===== src/rtl/zld_xc4_dec_if.sv =====
// Token-in / symbol-out stream bundle for the zero run-length decoder.
// With ZLD_EOS_EN defined the bundle also carries the end-of-stream flags.
interface zld_xc4_dec_if;
  logic [4:0] i_d;
  logic       i_valid;
  logic       i_ready;
  logic [2:0] o_d;
  logic       o_valid;
  logic       o_ready;
`ifdef ZLD_EOS_EN
  logic       i_eos;
  logic       o_eos;

  modport master (output i_d, i_valid, i_eos, o_ready,
                  input  i_ready, o_d, o_valid, o_eos);
  modport slave  (input  i_d, i_valid, i_eos, o_ready,
                  output i_ready, o_d, o_valid, o_eos);
`else
  modport master (output i_d, i_valid, o_ready,
                  input  i_ready, o_d, o_valid);
  modport slave  (input  i_d, i_valid, o_ready,
                  output i_ready, o_d, o_valid);
`endif
endinterface


===== src/rtl/zld_xc4_dec.sv =====
// Zero run-length decoder: expands 5-bit literal/run tokens into 3-bit symbols.
// Optional end-of-stream marker pass-through is enabled by defining ZLD_EOS_EN.
//
// state | meaning
// EMPTY | output register holds nothing, rem = 0
// HOLD  | o_d holds a symbol, no zeros owed after it
// RUN   | o_d holds a zero, rem more zeros owed after it
module zld_xc4_dec (
  input logic           clock,
  input logic           reset,
  zld_xc4_dec_if.slave  bus
);
  typedef enum logic [1:0] {EMPTY = 2'd0, HOLD = 2'd1, RUN = 2'd2} state_t;

  state_t     state_q, state_d;
  logic [2:0] o_d_q, o_d_d;
  logic [3:0] rem_q, rem_d;
  logic       o_vld;
  logic       in_rdy;
  logic       in_acc;
  logic       out_xfer;
`ifdef ZLD_EOS_EN
  logic       eos_q, eos_d;
`endif

  always_ff @(posedge clock or negedge reset) begin
    if (!reset) begin
      state_q <= EMPTY;
      o_d_q   <= 3'd0;
      rem_q   <= 4'd0;
`ifdef ZLD_EOS_EN
      eos_q   <= 1'b0;
`endif
    end else begin
      state_q <= state_d;
      o_d_q   <= o_d_d;
      rem_q   <= rem_d;
`ifdef ZLD_EOS_EN
      eos_q   <= eos_d;
`endif
    end
  end

  // Accept only when no zeros are owed, so RUN never sees an input load.
  always_comb begin
    state_d = state_q;
    o_d_d   = o_d_q;
    rem_d   = rem_q;
`ifdef ZLD_EOS_EN
    eos_d   = eos_q;
`endif
    in_acc   = bus.i_valid && in_rdy;
    out_xfer = o_vld && bus.o_ready;
    if (in_acc) begin
`ifdef ZLD_EOS_EN
      eos_d = bus.i_eos;
      if (bus.i_eos) begin
        o_d_d   = 3'd0;
        rem_d   = 4'd0;
        state_d = HOLD;
      end else
`endif
      if (bus.i_d[4]) begin
        o_d_d   = 3'd0;
        rem_d   = bus.i_d[3:0];
        state_d = (bus.i_d[3:0] == 4'd0) ? HOLD : RUN;
      end else begin
        o_d_d   = bus.i_d[2:0];
        rem_d   = 4'd0;
        state_d = HOLD;
      end
    end else if (out_xfer) begin
      if (state_q == RUN) begin
        rem_d   = rem_q - 4'd1;
        state_d = (rem_q == 4'd1) ? HOLD : RUN;
      end else begin
        o_d_d   = 3'd0;
        state_d = EMPTY;
`ifdef ZLD_EOS_EN
        eos_d   = 1'b0;
`endif
      end
    end
  end

  always_comb begin
    o_vld       = (state_q != EMPTY);
    in_rdy      = (rem_q == 4'd0) && (!o_vld || bus.o_ready);
    bus.o_valid = o_vld;
    bus.o_d     = o_d_q;
    bus.i_ready = in_rdy;
`ifdef ZLD_EOS_EN
    bus.o_eos   = eos_q;
`endif
  end
endmodule


===== src/flat_wrapper.sv =====
// flat-port wrapper written by rule: the top's interface ports become plain ports
module zld_xc4_dec_flat 
  (clock, reset, bus_i_d, bus_i_valid, bus_o_ready, bus_i_ready, bus_o_d, bus_o_valid);
  zld_xc4_dec_if bus_i ();
  input logic clock;
  input logic reset;
  input wire logic [$bits(bus_i.i_d)-1:0] bus_i_d;
  input wire logic [$bits(bus_i.i_valid)-1:0] bus_i_valid;
  input wire logic [$bits(bus_i.o_ready)-1:0] bus_o_ready;
  output wire logic [$bits(bus_i.i_ready)-1:0] bus_i_ready;
  output wire logic [$bits(bus_i.o_d)-1:0] bus_o_d;
  output wire logic [$bits(bus_i.o_valid)-1:0] bus_o_valid;
  assign bus_i.i_d = bus_i_d;
  assign bus_i.i_valid = bus_i_valid;
  assign bus_i.o_ready = bus_o_ready;
  assign bus_i_ready = bus_i.i_ready;
  assign bus_o_d = bus_i.o_d;
  assign bus_o_valid = bus_i.o_valid;
  zld_xc4_dec u_core (.clock(clock), .reset(reset), .bus(bus_i));
endmodule

===== config.mk =====
export PLATFORM = sky130hd
export DESIGN_NAME = zld_xc4_dec_flat
export DESIGN_NICKNAME = d
export VERILOG_FILES = /design/src/rtl/zld_xc4_dec_if.sv /design/src/rtl/zld_xc4_dec.sv /design/src/flat_wrapper.sv
export SDC_FILE = /design/constraint.sdc
export NUM_CORES = 1
export LEC_CHECK = 0
export ABC_AREA = 1
export ABC_CLOCK_PERIOD_IN_PS = 4400
export CAP_MARGIN = 30
export CORE_AREA = 2 2 39 41
export CTS_CLUSTER_DIAMETER = 100
export DETAILED_ROUTE_END_ITERATION = 16
export DIE_AREA = 0 0 41 43
export PLACE_DENSITY = 0.81
export SLEW_MARGIN = 10
export SYNTH_ARGS = -nofsm -noshare
export SYNTH_HDL_FRONTEND = slang
export SYNTH_SLANG_ARGS = --single-unit
export TNS_END_PERCENT = 5

===== constraint.sdc =====
create_clock -name clock -period 4.4 [get_ports clock]
set_clock_uncertainty 0.15 [all_clocks]
set_input_delay 0.88 -clock clock [delete_from_list [all_inputs] [get_ports clock]]
set_output_delay 0.88 -clock clock [all_outputs]
set_load 0.005 [all_outputs]

==> results.tsv <==
stage	metric	value	unit
timing	Fin. Hold Viols	0	
cts	CTS resizes	0	
global_routing	initial antenna violation count	0	
layout	fin nets	115	
yosys	Cell Area, Synth	620.6	sq um
setup_path	Worst path slowest cell	clkdlybuf4s50_1	
placed_design	Inst Count DP	115	
setup_path	worst r2r path cells	9	
min_path	hold path depth	2	
yosys	Seq/Total Area, Yosys	0.3629	
yosys	Post-Synth XOR/XNOR Area	0.01411	
yosys	syn_area_per_cell	7.133	sq um
min_path	Worst Hold Endpoint	u_core.rem_q[3]	
setup_path	Critical Path RT	3.37	ns
setup_path	Startpoint Class	input pin	
routing	Via density	5.042	
layout	layout cell share with drive strength beyond 1	0.1068	
cts	H-tree lvl count	1	
min_path	Hold Path Class	flip-flop to flip-flop	
yosys	Yosys cell types	17	
timing	pin slew with the least headroom to its limit	0.4179	ns
setup_path	CP Cell Sequence	clkdlybuf4s50_1 > inv_1 > o21ai_2 > and2_2 > clkdlybuf4s50_1	
yosys	cell count after synthesis	87	
routing	initial drt markers	23	
yosys	Yosys top cell area share	0.3629	
routing	antenna-violating nets left	0	
routing	WL final	1.287	mm
setup_path	Reg-to-Reg Start	u_core.rem_q[0]	
floorplan	Die H	43	microns
timing	Max Fclk	302.6	MHz
global_routing	Overflow after GRT	0	
layout	final instance area	785.8	sq um
timing	Final Slew Violations	0	
cts	Hold Buf Count CTS	0	
yosys	Synth area leaders	dfrtp_1, nand2_1, nand3_1	
yosys	Ys Warns	0	
layout	Synth-to-Final Area Change	26.61	%
cts	clock root buffer	clkbuf_4	
cts	Clock Sinks	9	
routing	Detailed Routing Iterations Pass 1	4	
timing	Slew HR	0.7205	
yosys	multiplexer share of the synthesized area	0	
cts	Post-CTS Setup Repair Bufs	0	
yosys	largest family of logic cells by synthesized area	simple AND/OR/NAND/NOR gates	
setup_path	Max FO, Critical Path	5	
routing	DR WL/cell	10.82	microns
global_routing	GRT Total Usage	0.1921	
yosys	FF+latch count, synth	9	
cts	maximum clock insertion buffer count	2	
setup_path	cell family with most CP delay	buffers and inverters	
global_routing	first-pass GRT wire length	2.249	mm
setup_path	CP Class	input pin to primary output	
timing	RSZ-0062 raised after global routing	false	
cts	CTS tree	built	
yosys	Synth Area in Simple Gates	0.4395	
setup_path	CP Launch Point	bus_o_ready	
run_status	outcome	finished clean	
setup_path	Crit path largest cell delay	0.54	ns
yosys	syn_nets	98	
yosys	complex-gate fraction of the synthesized area	0.05847	
floorplan	die width	41	microns
yosys	adder-cell share of the synthesized area	0.04032	
placed_design	Buffers on Ports	13	
power	Peak VDD IR	0.1310	mV
floorplan	row count	14	
global_routing	pin count of the biggest net entering global routing	16	
setup_path	Critical Path AT	2.28	ns
setup_path	r2r setup slk	2.69	ns
floorplan	Initial Utilization	0.4485	
setup_path	most frequent CP cell	clkdlybuf4s50_1	
flow_run	max-cap violations	0	
timing	Setup-failing EPs final	0	
floorplan	Die ar.	0.001763	sq mm
routing	total vias in the final route	600	
min_path	hold wc startpoint	u_core.rem_q[3]	
power	leakage	0.0004005	uW
cts	clk_lat worst skew	0.26	ns
cts	Num CTS Buffers	3	
timing	Final Cycle Share	0.7512	
layout	number of diodes	0	
setup_path	Crit path buffers/inverters	3	
timing	Sum Neg Setup Slack	0	ns
placed_design	global placement routability congestion	0.7301	
global_routing	vias in the first global route	567	
power	Pwr per Cell Area	202.9	mW/mm^2
floorplan	Core Area	0.001384	sq mm
placed_design	detailed placement HPWL	1.026	mm
setup_path	Crit. End Element	primary output	
yosys	area leader, netlist	dfrtp_1	
setup_path	RR Endpoint	u_core.rem_q[2]	
setup_path	CP Depth	5	
placed_design	area of placed instances	759.5	sq um
routing	drc violations	0	
cts	clock-pin slew on the worst setup and hold paths	0.06	ns
power	Tot Pwr	159.4	uW
floorplan	I/O Pins	14	
layout	Finished Layout Cells	119	
timing	post-layout min period	3.305	ns
-- sequential cells by signal, summed over array words and instances (netlist names) --
register / count
u_core.state_q: 2
u_core.rem_q: 4
u_core.bus.o_d: 3
-- area by class of cell --
type	instances	area, sq um
well taps	16	20.02
multi-input cells	66	342.8
repair buffers	13	130.1
clock buffers	4	26.28
fillers	137	598.1
inverters	11	41.29
flip-flops and latches	9	225.2
-- cells in the mapped netlist --
cell	n
and2_2	1
buf_6	1
nor2_1	4
o21ai_0	2
nand4_1	3
inv_1	11
ha_1	2
dfrtp_1	9
nor2_4	1
nor2_2	1
nand2_1	34
nand3_1	11
nand3b_1	1
nand3_4	1
or2_2	1
o21ai_2	3
xor2_1	1
-- cells by family after synthesis --
group | Yosys count
and+or+nand+nor | 58
DFF | 9
adders and majority gates | 2
AOI/OAI and AO/OA | 5
buffers and inverters | 12
xor gates and xnor gates | 1
-- layout by cell type, fill, tap and decap left out --
master,instances
clkdlybuf4s50_1,13
clkbuf_4,3
or2_2,1
nor2_1,4
nand3b_1,1
inv_1,11
and2_2,1
clkbuf_1,1
nand3_1,11
xor2_1,1
o21ai_2,3
ha_1,2
nand2_1,34
nand3_4,1
nor2_4,1
o21ai_0,2
dfrtp_1,9
nor2_2,1
nand4_1,3
-- worst min-delay path, stage by stage (launching register included) --
cell,delay (ns)
dfrtp_1,0.36
nand2_1,0.06
nand2_1,0.06
-- per-stage QoR --
step                  util  hold slack [ns]  setup slack (ns)
global route        0.5678           0.3898             1.017
finish              0.5678           0.3609             1.095
detailed placement  0.5488           0.3501             1.088
global placement    0.5488           0.3415             1.111
CTS                 0.5678           0.3686             1.088
floorplan                -           0.3197             2.160
-- worst max path at each step --
| stage | endpoint | slack [ns] |
|---|---|---|
| 2_1_floorplan | bus_i_ready | 2.16 |
| 3_3_place_gp | bus_i_ready | 1.11 |
| 3_5_place_dp | bus_i_ready | 1.09 |
| 4_1_cts | bus_i_ready | 1.09 |
| 5_1_grt | bus_i_ready | 1.02 |
| 6_report | bus_i_ready | 1.09 |
-- metal layers --
metal	track usage	vias to the layer above	share of wire	routed length (microns)
met1	0.2274	280	0.43	555
met5	0	-	0	0
met4	0.1200	0	0	0
met2	0.3125	11	0.54	693
li1	-	309	-	-
met3	0.01571	0	0.029	37
-- power breakdown --
part	total, uW	switching (uW)	internal [uW]
clock	62.5	27.6	34.9
combinational	14.2	6.90	7.27
sequential	82.7	0	82.7
Note: power is estimated with default switching activity, not from simulation.
